[src/rtl/s_chunk_packer_pkg.sv]
// ---------------------------------------------------------------------------
// s_chunk_packer_pkg
// Shared definitions for the S-sequence chunk packer:
//   - default PE-array geometry (bases per chunk and its log2)
//   - base code encoding (A/C/G/T = 0..3)
//   - control FSM state encoding and a helper that classifies the next state
// ---------------------------------------------------------------------------
package s_chunk_packer_pkg;

   localparam int PE_ARRAY_SIZE     = 64;
   localparam int PE_ARRAY_SIZE_LOG = 6;

   typedef enum logic [1:0] {
      BASE_A = 2'd0,
      BASE_C = 2'd1,
      BASE_G = 2'd2,
      BASE_T = 2'd3
   } base_e;

   typedef enum logic [1:0] {
      ST_IDLE      = 2'd0,   // nothing buffered, no request outstanding
      ST_FILLING   = 2'd1,   // FILL partially written and/or READY holds a chunk
      ST_STALL     = 2'd2,   // FILL complete and READY occupied: input blocked
      ST_WAIT_DATA = 2'd3    // request outstanding, READY empty
   } pack_state_e;

   // Classify the state the packer will be in after the current edge.
   // Pending and STALL are mutually exclusive: pending implies READY empty.
   function automatic pack_state_e pack_state_f(
      input logic i_pending,
      input logic i_fill_full,
      input logic i_ready_full,
      input logic i_fill_busy
   );
      pack_state_e v_state;
      if (i_pending) begin
         v_state = ST_WAIT_DATA;
      end else if (i_fill_full && i_ready_full) begin
         v_state = ST_STALL;
      end else if (i_ready_full || i_fill_busy) begin
         v_state = ST_FILLING;
      end else begin
         v_state = ST_IDLE;
      end
      return v_state;
   endfunction

endpackage

[src/rtl/s_chunk_packer_slot.sv]
// ---------------------------------------------------------------------------
// s_chunk_slot
// One chunk buffer of the packer: 2*PE_N data bits, a base count and a full
// flag. Used twice by the top: once as the FILL slot (written base by base)
// and once as the READY slot (loaded whole from its peer).
// Ports:
//   clk, rst_n       clock, asynchronous active-low reset
//   i_clear          synchronous flush (highest priority)
//   i_load_en        load i_load_data/i_load_count and mark full
//   i_release        empty the slot (data and count zeroed)
//   i_wr_en          write i_wr_base at base index i_wr_idx
//   i_wr_complete    with i_wr_en: mark full with count i_wr_count
//   o_data/o_count/o_full   current slot contents
// Priority per edge: clear > load > release > write. Zeroing on release keeps
// the unused upper bases of a later partial chunk at zero.
// ---------------------------------------------------------------------------
module s_chunk_slot
   import s_chunk_packer_pkg::*;
#(
   parameter int PE_N     = PE_ARRAY_SIZE,
   parameter int PE_N_LOG = PE_ARRAY_SIZE_LOG
) (
   input  logic                  clk,
   input  logic                  rst_n,
   input  logic                  i_clear,
   input  logic                  i_load_en,
   input  logic [2*PE_N-1:0]     i_load_data,
   input  logic [PE_N_LOG:0]     i_load_count,
   input  logic                  i_release,
   input  logic                  i_wr_en,
   input  logic [PE_N_LOG-1:0]   i_wr_idx,
   input  logic [1:0]            i_wr_base,
   input  logic                  i_wr_complete,
   input  logic [PE_N_LOG:0]     i_wr_count,
   output logic [2*PE_N-1:0]     o_data,
   output logic [PE_N_LOG:0]     o_count,
   output logic                  o_full
);

   logic [2*PE_N-1:0] r_data;
   logic [PE_N_LOG:0] r_count;
   logic              r_full;

   // Slot storage: flush, whole-chunk load, release, or single-base write.
   always_ff @(posedge clk or negedge rst_n) begin
      if (!rst_n) begin
         r_data  <= {(2*PE_N){1'b0}};
         r_count <= {(PE_N_LOG+1){1'b0}};
         r_full  <= 1'b0;
      end else if (i_clear) begin
         r_data  <= {(2*PE_N){1'b0}};
         r_count <= {(PE_N_LOG+1){1'b0}};
         r_full  <= 1'b0;
      end else if (i_load_en) begin
         r_data  <= i_load_data;
         r_count <= i_load_count;
         r_full  <= 1'b1;
      end else if (i_release) begin
         r_data  <= {(2*PE_N){1'b0}};
         r_count <= {(PE_N_LOG+1){1'b0}};
         r_full  <= 1'b0;
      end else if (i_wr_en) begin
         r_data[{i_wr_idx, 1'b0} +: 2] <= i_wr_base;
         if (i_wr_complete) begin
            r_full  <= 1'b1;
            r_count <= i_wr_count;
         end
      end
   end

   assign o_data  = r_data;
   assign o_count = r_count;
   assign o_full  = r_full;

endmodule

[src/rtl/s_chunk_packer.sv]
// ---------------------------------------------------------------------------
// s_chunk_packer
// Packs serially arriving 2-bit bases into PE_N-base chunks using a FILL and a
// READY slot, and returns one chunk per one-cycle request on o_s/o_s_valid.
// Ports:
//   clk, rst_n                 clock, asynchronous active-low reset
//   i_clear                    synchronous flush of both slots and pending request
//   i_base_valid/i_base/i_base_last   base stream (accepted with o_base_ready)
//   o_base_ready               low only while FILL is complete and READY occupied
//   i_request_s                one-cycle request for the next chunk
//   o_s                        packed chunk, base k at bits [2k+1:2k]
//   o_s_valid                  base count of o_s for one cycle, 0 otherwise
// ---------------------------------------------------------------------------
module s_chunk_packer
   import s_chunk_packer_pkg::*;
#(
   parameter int PE_N     = PE_ARRAY_SIZE,
   parameter int PE_N_LOG = PE_ARRAY_SIZE_LOG
) (
   input  logic                  clk,
   input  logic                  rst_n,
   input  logic                  i_clear,
   input  logic                  i_base_valid,
   input  logic [1:0]            i_base,
   input  logic                  i_base_last,
   output logic                  o_base_ready,
   input  logic                  i_request_s,
   output logic [2*PE_N-1:0]     o_s,
   output logic [PE_N_LOG:0]     o_s_valid
);

   logic [2*PE_N-1:0]   w_fill_data;
   logic [2*PE_N-1:0]   w_ready_data;
   logic [2*PE_N-1:0]   w_merged;
   logic [2*PE_N-1:0]   w_load_data;
   logic [PE_N_LOG:0]   w_fill_count;
   logic [PE_N_LOG:0]   w_ready_count;
   logic [PE_N_LOG:0]   w_wr_count;
   logic [PE_N_LOG:0]   w_load_count;
   logic                w_fill_full;
   logic                w_ready_full;
   logic                w_accept;
   logic                w_req;
   logic                w_idx_last;
   logic                w_complete;
   logic                w_serve;
   logic                w_move;
   logic                w_pending_next;
   logic                w_fill_full_next;
   logic                w_ready_full_next;
   logic [PE_N_LOG-1:0] w_idx_next;
   pack_state_e         w_state_next;

   pack_state_e         r_state;
   logic                r_pending;
   logic [PE_N_LOG-1:0] r_idx;
   logic [2*PE_N-1:0]   r_s;
   logic [PE_N_LOG:0]   r_s_valid;

   assign o_base_ready = (r_state != ST_STALL);
   assign o_s          = r_s;
   assign o_s_valid    = r_s_valid;

   // Next-step control: base acceptance, chunk completion, serving and the
   // FILL->READY transfer, plus the resulting state classification.
   always_comb begin
      w_accept   = i_base_valid & o_base_ready & ~i_clear;
      w_req      = i_request_s & ~i_clear;
      w_idx_last = (r_idx == PE_N_LOG'(PE_N - 1));
      w_complete = w_accept & (i_base_last | w_idx_last);
      w_wr_count = {1'b0, r_idx} + (PE_N_LOG+1)'(1'b1);

      // FILL contents including the base written this edge, so a chunk can
      // move to READY on the same edge it completes.
      w_merged = w_fill_data;
      w_merged[{r_idx, 1'b0} +: 2] = i_base;

      w_serve = w_ready_full & (w_req | r_pending) & ~i_clear;
      // READY being drained this edge counts as free for the transfer.
      w_move  = ~i_clear & (w_fill_full | w_complete) & (~w_ready_full | w_serve);

      if (w_fill_full) begin
         w_load_data  = w_fill_data;
         w_load_count = w_fill_count;
      end else begin
         w_load_data  = w_merged;
         w_load_count = w_wr_count;
      end

      if (i_clear) begin
         w_idx_next = {PE_N_LOG{1'b0}};
      end else if (w_accept) begin
         if (w_complete) begin
            w_idx_next = {PE_N_LOG{1'b0}};
         end else begin
            w_idx_next = r_idx + PE_N_LOG'(1'b1);
         end
      end else begin
         w_idx_next = r_idx;
      end

      w_pending_next    = (r_pending | w_req) & ~w_serve & ~i_clear;
      w_fill_full_next  = ~i_clear & ~w_move & (w_fill_full | w_complete);
      w_ready_full_next = ~i_clear & (w_move | (w_ready_full & ~w_serve));
      w_state_next      = pack_state_f(w_pending_next, w_fill_full_next,
                                       w_ready_full_next, (w_idx_next != {PE_N_LOG{1'b0}}));
   end

   // Control FSM with registered response outputs.
   always_ff @(posedge clk or negedge rst_n) begin
      if (!rst_n) begin
         r_state   <= ST_IDLE;
         r_pending <= 1'b0;
         r_idx     <= {PE_N_LOG{1'b0}};
         r_s       <= {(2*PE_N){1'b0}};
         r_s_valid <= {(PE_N_LOG+1){1'b0}};
      end else if (i_clear) begin
         r_state   <= ST_IDLE;
         r_pending <= 1'b0;
         r_idx     <= {PE_N_LOG{1'b0}};
         r_s       <= {(2*PE_N){1'b0}};
         r_s_valid <= {(PE_N_LOG+1){1'b0}};
      end else begin
         r_state   <= w_state_next;
         r_pending <= w_pending_next;
         r_idx     <= w_idx_next;
         if (w_serve) begin
            r_s       <= w_ready_data;
            r_s_valid <= w_ready_count;
         end else begin
            r_s       <= {(2*PE_N){1'b0}};
            r_s_valid <= {(PE_N_LOG+1){1'b0}};
         end
      end
   end

   s_chunk_slot #(
      .PE_N     (PE_N),
      .PE_N_LOG (PE_N_LOG)
   ) u_fill_slot (
      .clk           (clk),
      .rst_n         (rst_n),
      .i_clear       (i_clear),
      .i_load_en     (1'b0),
      .i_load_data   ({(2*PE_N){1'b0}}),
      .i_load_count  ({(PE_N_LOG+1){1'b0}}),
      .i_release     (w_move),
      .i_wr_en       (w_accept),
      .i_wr_idx      (r_idx),
      .i_wr_base     (i_base),
      .i_wr_complete (w_complete),
      .i_wr_count    (w_wr_count),
      .o_data        (w_fill_data),
      .o_count       (w_fill_count),
      .o_full        (w_fill_full)
   );

   s_chunk_slot #(
      .PE_N     (PE_N),
      .PE_N_LOG (PE_N_LOG)
   ) u_ready_slot (
      .clk           (clk),
      .rst_n         (rst_n),
      .i_clear       (i_clear),
      .i_load_en     (w_move),
      .i_load_data   (w_load_data),
      .i_load_count  (w_load_count),
      .i_release     (w_serve),
      .i_wr_en       (1'b0),
      .i_wr_idx      ({PE_N_LOG{1'b0}}),
      .i_wr_base     (2'b00),
      .i_wr_complete (1'b0),
      .i_wr_count    ({(PE_N_LOG+1){1'b0}}),
      .o_data        (w_ready_data),
      .o_count       (w_ready_count),
      .o_full        (w_ready_full)
   );

endmodule

[config.mk]
export PLATFORM = sky130hd
export DESIGN_NAME = s_chunk_packer
export DESIGN_NICKNAME = d
export VERILOG_FILES = /design/src/rtl/s_chunk_packer_pkg.sv /design/src/rtl/s_chunk_packer_slot.sv /design/src/rtl/s_chunk_packer.sv
export SDC_FILE = /design/constraint.sdc
export NUM_CORES = 1
export LEC_CHECK = 0
export ABC_CLOCK_PERIOD_IN_PS = 5000
export CAP_MARGIN = 20
export CORE_MARGIN = 5
export CORE_UTILIZATION = 55
export DETAILED_ROUTE_END_ITERATION = 10
export GPL_TIMING_DRIVEN = 0
export PLACE_DENSITY = 0.75
export SLEW_MARGIN = 20
export SYNTH_ARGS = -nofsm -noshare
export SYNTH_HDL_FRONTEND = slang
export SYNTH_HIERARCHICAL = 1
export SYNTH_SLANG_ARGS = --single-unit
[constraint.sdc]
create_clock -name clk -period 5 [get_ports clk]
set_input_delay 1 -clock clk [delete_from_list [all_inputs] [get_ports clk]]
set_output_delay 1 -clock clk [all_outputs]
set_load 0.005 [all_outputs]
==> results of run 1 <==
## final cells by class
class                   count  area (µm²)
fillers                  3435       14600
multi-input cells        1889       13000
diodes                      2        5.00
flip-flops and latches    416       10400
repair buffers            149        1560
inverters                  27         101
clock buffers              62        1320
well taps                 585         732
plain buffers             203         917
clock inverters            21         338
## metal layers
layer / share of wire / routed length, µm
met5: 0.00089 / 92
met4: 0.071 / 7320
met3: 0.12 / 11900
met2: 0.44 / 45400
met1: 0.37 / 38200
## power by group through the flow
stage | Clock (µW) | Combinational [µW] | Sequential (µW)
2_1_floorplan | 0 | 783 | 3650
5_1_grt | 3880 | 1420 | 3680
3_5_place_dp | 0 | 1190 | 3720
3_3_place_gp | 0 | 1160 | 3720
6_report | 3720 | 1360 | 3680
4_1_cts | 3730 | 1210 | 3660
## cells by family after synthesis
group | share of synthesized area
adder cells (fa/ha/maj) | 0.00420
XOR/XNOR | 0.00620
buffers and inverters | 0.0425
AO/OA/AOI/OAI | 0.247
flip-flops | 0.437
AND/OR/NAND/NOR | 0.151
multiplexers | 0.112
other | 0.000157
## cells in the final DEF, fill, tap and decap left out, types with 44 or more instances in the layout
cell,synthesis,layout
nand2_1,185,185
nor2_1,108,108
and2_1,168,168
clkdlybuf4s50_1,0,142
clkbuf_16,0,46
a32o_1,58,58
a211oi_1,58,58
dfrtp_1,416,416
clkbuf_1,142,139
conb_1,1,166
a32oi_1,53,53
o31ai_1,87,87
a21oi_1,104,104
a22oi_1,44,44
mux2_2,233,233
o21ai_0,96,96
nor3_1,45,45
## worst max path at each step
stage | from | endpoint | slack (ns) | depth (start not counted)
finish | r_idx[0]$_DFF_PN0_ | u_ready_slot/o_data[15]$_DFFE_PN0P_ | 0.05 | 13
global placement | rst_n | u_fill_slot/o_data[54]$_DFFE_PN0P_ | -14.22 | 1
floorplan | i_base_valid | u_ready_slot/o_data[102]$_DFFE_PN0P_ | 1.34 | 11
detailed placement | i_clear | u_ready_slot/o_data[78]$_DFFE_PN0P_ | -0.94 | 10
CTS | r_idx[1]$_DFF_PN0_ | u_ready_slot/o_data[9]$_DFFE_PN0P_ | 0.07 | 15
global route | r_idx[0]$_DFF_PN0_ | u_ready_slot/o_data[15]$_DFFE_PN0P_ | 0.05 | 13
## through the flow
stage	TNS, ns	setup slack, ns	util	total power [µW]
after floorplan	0	1.34	-	4430
after global placement	-5969.04	-14.22	0.619	4880
after detailed placement	-54.53	-0.941	0.622	4920
after CTS	0	0.0655	0.661	8600
after global routing	0	0.0507	0.661	8980
final	0	0.0521	0.661	8770
## sequential cells by signal, indices dropped and copies added, names as in the netlist
name,count
u_fill_slot/o_full,1
r_state,2
r_idx,6
u_ready_slot/o_count,7
u_ready_slot/o_full,1
u_fill_slot/o_data,128
r_pending,1
u_fill_slot/o_count,7
u_ready_slot/o_data,128
o_s,128
o_s_valid,7
## what timing repair did
action                                  in CTS  in global routing
gates cloned                                 0                  0
gates resized for setup                      5                 11
endpoints found under the setup margin      56                 38
==> flow_summary.json, run 1 <==
{
  "r2r_end": "u_ready_slot/o_data[15]$_DFFE_PN0P_",
  "p_comb_frac": 0.156,
  "die_x_um": 218,
  "cp_num_buf_inv": 4,
  "cp-start-kind": "register",
  "numCtsBuffers": 45,
  "area_delta_synth_final_pct": 19.3,
  "place.gp.congestion": 1.07,
  "gr-total-overflow": 0,
  "worst_skew_pair.late_latency_ns": 0.59,
  "clkPwrFrac": 0.425,
  "cts.path.max_buffers": 3,
  "post-route-period-util": 0.990,
  "vias": 23000,
  "grt_start_max_net_pins": 98,
  "cts_tree": "built",
  "arrival_ns": 5.41,
  "worstSetupPathType": "reg -> reg",
  "grt_pass1_vias": 22300,
  "finClkSkew_ns": 0.0312,
  "hold_violations": 0,
  "yosysMostFrequentCell": "dfrtp_1",
  "finalNonFillerCells": 3354,
  "core.rowCount": 76,
  "async_reset_ff_frac": 1.00,
  "critPathTopFamily": "buffers and inverters",
  "core_um2": 43000,
  "syn-instance-count": 2371,
  "use_met1": 0.551,
  "clk_pin_slew_ns": 0.06,
  "drv_slew": 9,
  "numPortBuffers": 143,
  "r2r_cells": 13,
  "crit_fanout": 10,
  "tightest_slew_ns": 1.71,
  "hold_ws_ns": 0.353,
  "synth_ff_type": "dfrtp_1",
  "drcViolationCount": 2,
  "seqPwrFrac": 0.420,
  "peakVddDrop_uv": 258,
  "vias_per_cell": 6.86,
  "htree_levels": 2,
  "dieArea_um2": 47600,
  "powerDensity_nw_per_um2": 308,
  "max-cap-violations": 0,
  "wirelength_um": 103000,
  "synth.avg_cell_area_um2": 10.0,
  "grt_usage": 0.424,
  "final_nets": 2747,
  "required_ns": 5.46,
  "slowest_stage": "a21oi_1",
  "p_int_uw": 6240,
  "leakage_uw": 0.0120,
  "period_needed_ns": 4.95,
  "synth-seq-cells": 416,
  "crit_path_max_incr_delay_ns": 0.53,
  "p_sw_frac": 0.288,
  "synth_area_um2": 23800,
  "yosysTopAreaCell": "dfrtp_1",
  "worstReg2RegStart": "r_idx[0]$_DFF_PN0_",
  "top_usage_layer": "met2",
  "final_antenna_net_count": 0,
  "synthTopCellsByArea": "dfrtp_1, mux2_2, and2_1, nand2_1, o31ai_1",
  "rsz0062_at_grt": "false",
  "cts_num_sinks": 416,
  "place_inst": 3270,
  "cts_root_buf": "clkbuf_16",
  "hold_path_class": "in -> async",
  "die_h_um": 218,
  "fin_area_um2": 28400,
  "violations": "design-rule violations, max-slew violations",
  "end_kind": "register",
  "timing.fmax_mhz": 202,
  "antenna_found_initial": 6,
  "hpwlAfterDp_um": 79100,
  "grt_pass1_wl_um": 150000,
  "final_layout_size_suffix_gt1_frac": 0.168,
  "outcome": "finished with violations",
  "start_util": 0.554,
  "yosysUniqueCellTypes": 102,
  "postCtsSetupRepairBufs": 0,
  "max_slew_margin": -0.143,
  "synth-edff-count": 0,
  "crit_chain": "buf_6 -> clkbuf_1 -> inv_1 -> ha_1 -> nor2b_1 -> a21oi_1 -> buf_2 -> o2111ai_1 -> nor2_1 -> mux2_2 -> a32oi_1 -> nor2_1 -> mux2_2",
  "switchingPower_uw": 2530,
  "netlist.area_leader.share": 0.437,
  "finalSetupViolations": 0,
  "drtPass1Iterations": 10,
  "yosys_warnings": 6,
  "drt_iter0_drc": 3660,
  "postCtsHoldBufs": 0,
  "ys_seq_area_frac": 0.437,
  "ys_top_cells_by_count": "dfrtp_1, mux2_2, nand2_1",
  "met3_usage": 0.101,
  "wl_per_cell_um": 30.7,
  "place_area_um2": 26700,
  "rrSetupSlack_ns": 0.05,
  "use_met2": 0.662,
  "ioPinCount": 144
}
No activity file was read; power rests on OpenSTA's default activity.
==> inputs of run 2 (changes only) <==
ABC_CLOCK_PERIOD_IN_PS = 4600   (was 5000)
CORE_UTILIZATION = 35   (was 55)
MAX_ROUTING_LAYER = met4   (was default)
PLACE_DENSITY = default   (was 0.75)
clock period = 4.6 ns   (was 5 ns; I/O delays follow)
==> run 2 against run 1 <==
Power is 12% higher. Non-clock buffer count is 2 lower. The run ends with max-slew violations left. Sequential share of layout area is 0.68 points lower. Largest power group unchanged. Critical endpoint is now u_fill_slot/o_data[11]$_DFFE_PN0P_. Largest cell class unchanged. Global-route usage is 13 points lower. Via count is 4.2% lower. Clock skew is 0.0047 ns lower. Register-to-register slack better by 0.098 ns. Clock power is 16% higher. Critical path depth is 5 lower. Cell area is 1.9% higher.
==> flow_summary.json, run 2 (synthesis gave the netlist of run 1 again) <==
{
  "finalNonFillerCells": 3653,
  "post_cts_resized": 17,
  "numPortBuffers": 143,
  "antenna_found_initial": 7,
  "p_comb_frac": 0.152,
  "dp_worst_setup_slack_ns": -1.29,
  "worstReg2RegStart": "r_idx[0]$_DFF_PN0_",
  "max-cap-violations": 0,
  "dieArea_um2": 73400,
  "setup_slack_ns": 0.110,
  "violations": "max-slew violations",
  "place_inst": 3557,
  "fillers": 6399,
  "multi_input_area_um2": 13000,
  "cp-start-kind": "primary input",
  "place.gp.congestion": 1.01,
  "arrival_ns": 4.98,
  "grt_start_max_net_pins": 104,
  "ioPinCount": 144,
  "fin_area_um2": 29000,
  "wirelength_um": 109000,
  "timing.fmax_mhz": 223,
  "p_sw_frac": 0.295,
  "finClkSkew_ns": 0.0264,
  "grt_pass1_wl_um": 156000,
  "postCtsHoldBufs": 0,
  "core_um2": 67400,
  "cts.path.max_buffers": 3,
  "rrSetupSlack_ns": 0.15,
  "period_needed_ns": 4.49,
  "place_area_um2": 27100,
  "hpwlAfterDp_um": 86300,
  "postCtsSetupRepairBufs": 0,
  "peakVddDrop_uv": 270,
  "clk_pin_slew_ns": 0.06,
  "seq_area_um2": 10400,
  "end_kind": "register",
  "worstSetupPathType": "in -> reg",
  "post-route-period-util": 0.976,
  "max_slew_margin": -0.270,
  "hold_violations": 0,
  "rsz0062_at_grt": "false",
  "hold_path_class": "in -> async",
  "cts_num_sinks": 416,
  "vias_per_cell": 6.04,
  "final_antenna_net_count": 0,
  "drt_iter0_drc": 2112,
  "grt_pass1_vias": 21400,
  "p_int_uw": 6920,
  "seqPwrFrac": 0.408,
  "wl_per_cell_um": 29.9,
  "core.rowCount": 95,
  "htree_levels": 2,
  "r2r_end": "u_ready_slot/o_data[47]$_DFFE_PN0P_",
  "hold_ws_ns": 0.256,
  "switchingPower_uw": 2900,
  "final_nets": 2749,
  "drcViolationCount": 0,
  "finalSetupViolations": 0,
  "die_h_um": 271,
  "clkPwrFrac": 0.440,
  "setup_tns_ns": 0,
  "drv_slew": 9,
  "grt_usage": 0.295,
  "cts_tree": "built",
  "outcome": "finished with violations",
  "crit_fanout": 10,
  "die_x_um": 271,
  "drtPass1Iterations": 6,
  "final_layout_size_suffix_gt1_frac": 0.174,
  "start_util": 0.354,
  "numCtsBuffers": 49,
  "cts_root_buf": "clkbuf_16",
  "gr-total-overflow": 0,
  "r2r_cells": 12,
  "final_common_cell": "dfrtp_1",
  "required_ns": 5.09,
  "powerDensity_nw_per_um2": 339,
  "tightest_slew_ns": 1.90,
  "vias": 22000,
  "leakage_uw": 0.0120,
  "area_delta_synth_final_pct": 21.6,
  "worst_skew_pair.late_latency_ns": 0.62,
  "final_cell_mix": "dfrtp_1, mux2_2, nand2_1"
}
-- run 2: cell types whose count changed in the layout (fill, tap and decap cells not counted), sizes merged --
cell           before  now
bufinv              8    9
diode               2    6
buf                69   67
clkinv              9   11
clkbuf            203  200
clkinvlp            3    9
inv                28   30
clkdlybuf4s15       0    1
-- run 2: cell type report --
type,instances,area share
diodes,6,0.000518
plain buffers,202,0.0322
clock buffers,60,0.0462
clock inverters,32,0.0165
inverters,27,0.00350
multi-input cells,1889,0.450
flip-flops and latches,416,0.359
well taps,873,0.0377
repair buffers,148,0.0537
-- run 2: critical path: stages --
cell	delay, ns
clkdlybuf4s50_1	0.60
clkbuf_1	0.28
clkbuf_1	0.25
nor2_1	0.75
clkbuf_1	0.63
nand3_1	0.62
o31ai_1	0.52
mux2_2	0.39
-- run 2: how the worst max path moves through the flow --
stage | cells past startpoint | endpoint | startpoint
CTS | 12 | u_fill_slot/o_data[23]$_DFFE_PN0P_ | r_idx[0]$_DFF_PN0_
finish | 8 | u_fill_slot/o_data[11]$_DFFE_PN0P_ | i_clear
floorplan | 14 | u_ready_slot/o_data[102]$_DFFE_PN0P_ | r_idx[1]$_DFF_PN0_
global placement | 1 | u_fill_slot/o_data[50]$_DFFE_PN0P_ | rst_n
detailed placement | 12 | u_ready_slot/o_data[94]$_DFFE_PN0P_ | i_clear
global route | 14 | u_ready_slot/o_data[27]$_DFFE_PN0P_ | r_idx[1]$_DFF_PN0_
-- run 2: per-layer routing --
metal | wire length (µm) | track usage | up-vias
li1 | - | - | 9589
met1 | 46600 | 0.391 | 11000
met3 | 8790 | 0.0557 | 235
met5 | 0 | - | -
met2 | 48400 | 0.451 | 1195
met4 | 5270 | 0.114 | 0
-- run 2: per-stage QoR --
step                      utilization  power (µW)
after global routing            0.430       10100
after CTS                       0.429        9730
after global placement          0.400        5370
after detailed placement        0.402        5390
final                           0.430        9820
after floorplan                     -        4820
-- run 2: power by group through the flow --
stage	registers (µW)	logic, µW	clock network, µW
6_report	4000	1490	4330
5_1_grt	4010	1570	4540
4_1_cts	3990	1340	4400
3_5_place_dp	4060	1330	0
3_3_place_gp	4060	1310	0
2_1_floorplan	3970	851	0
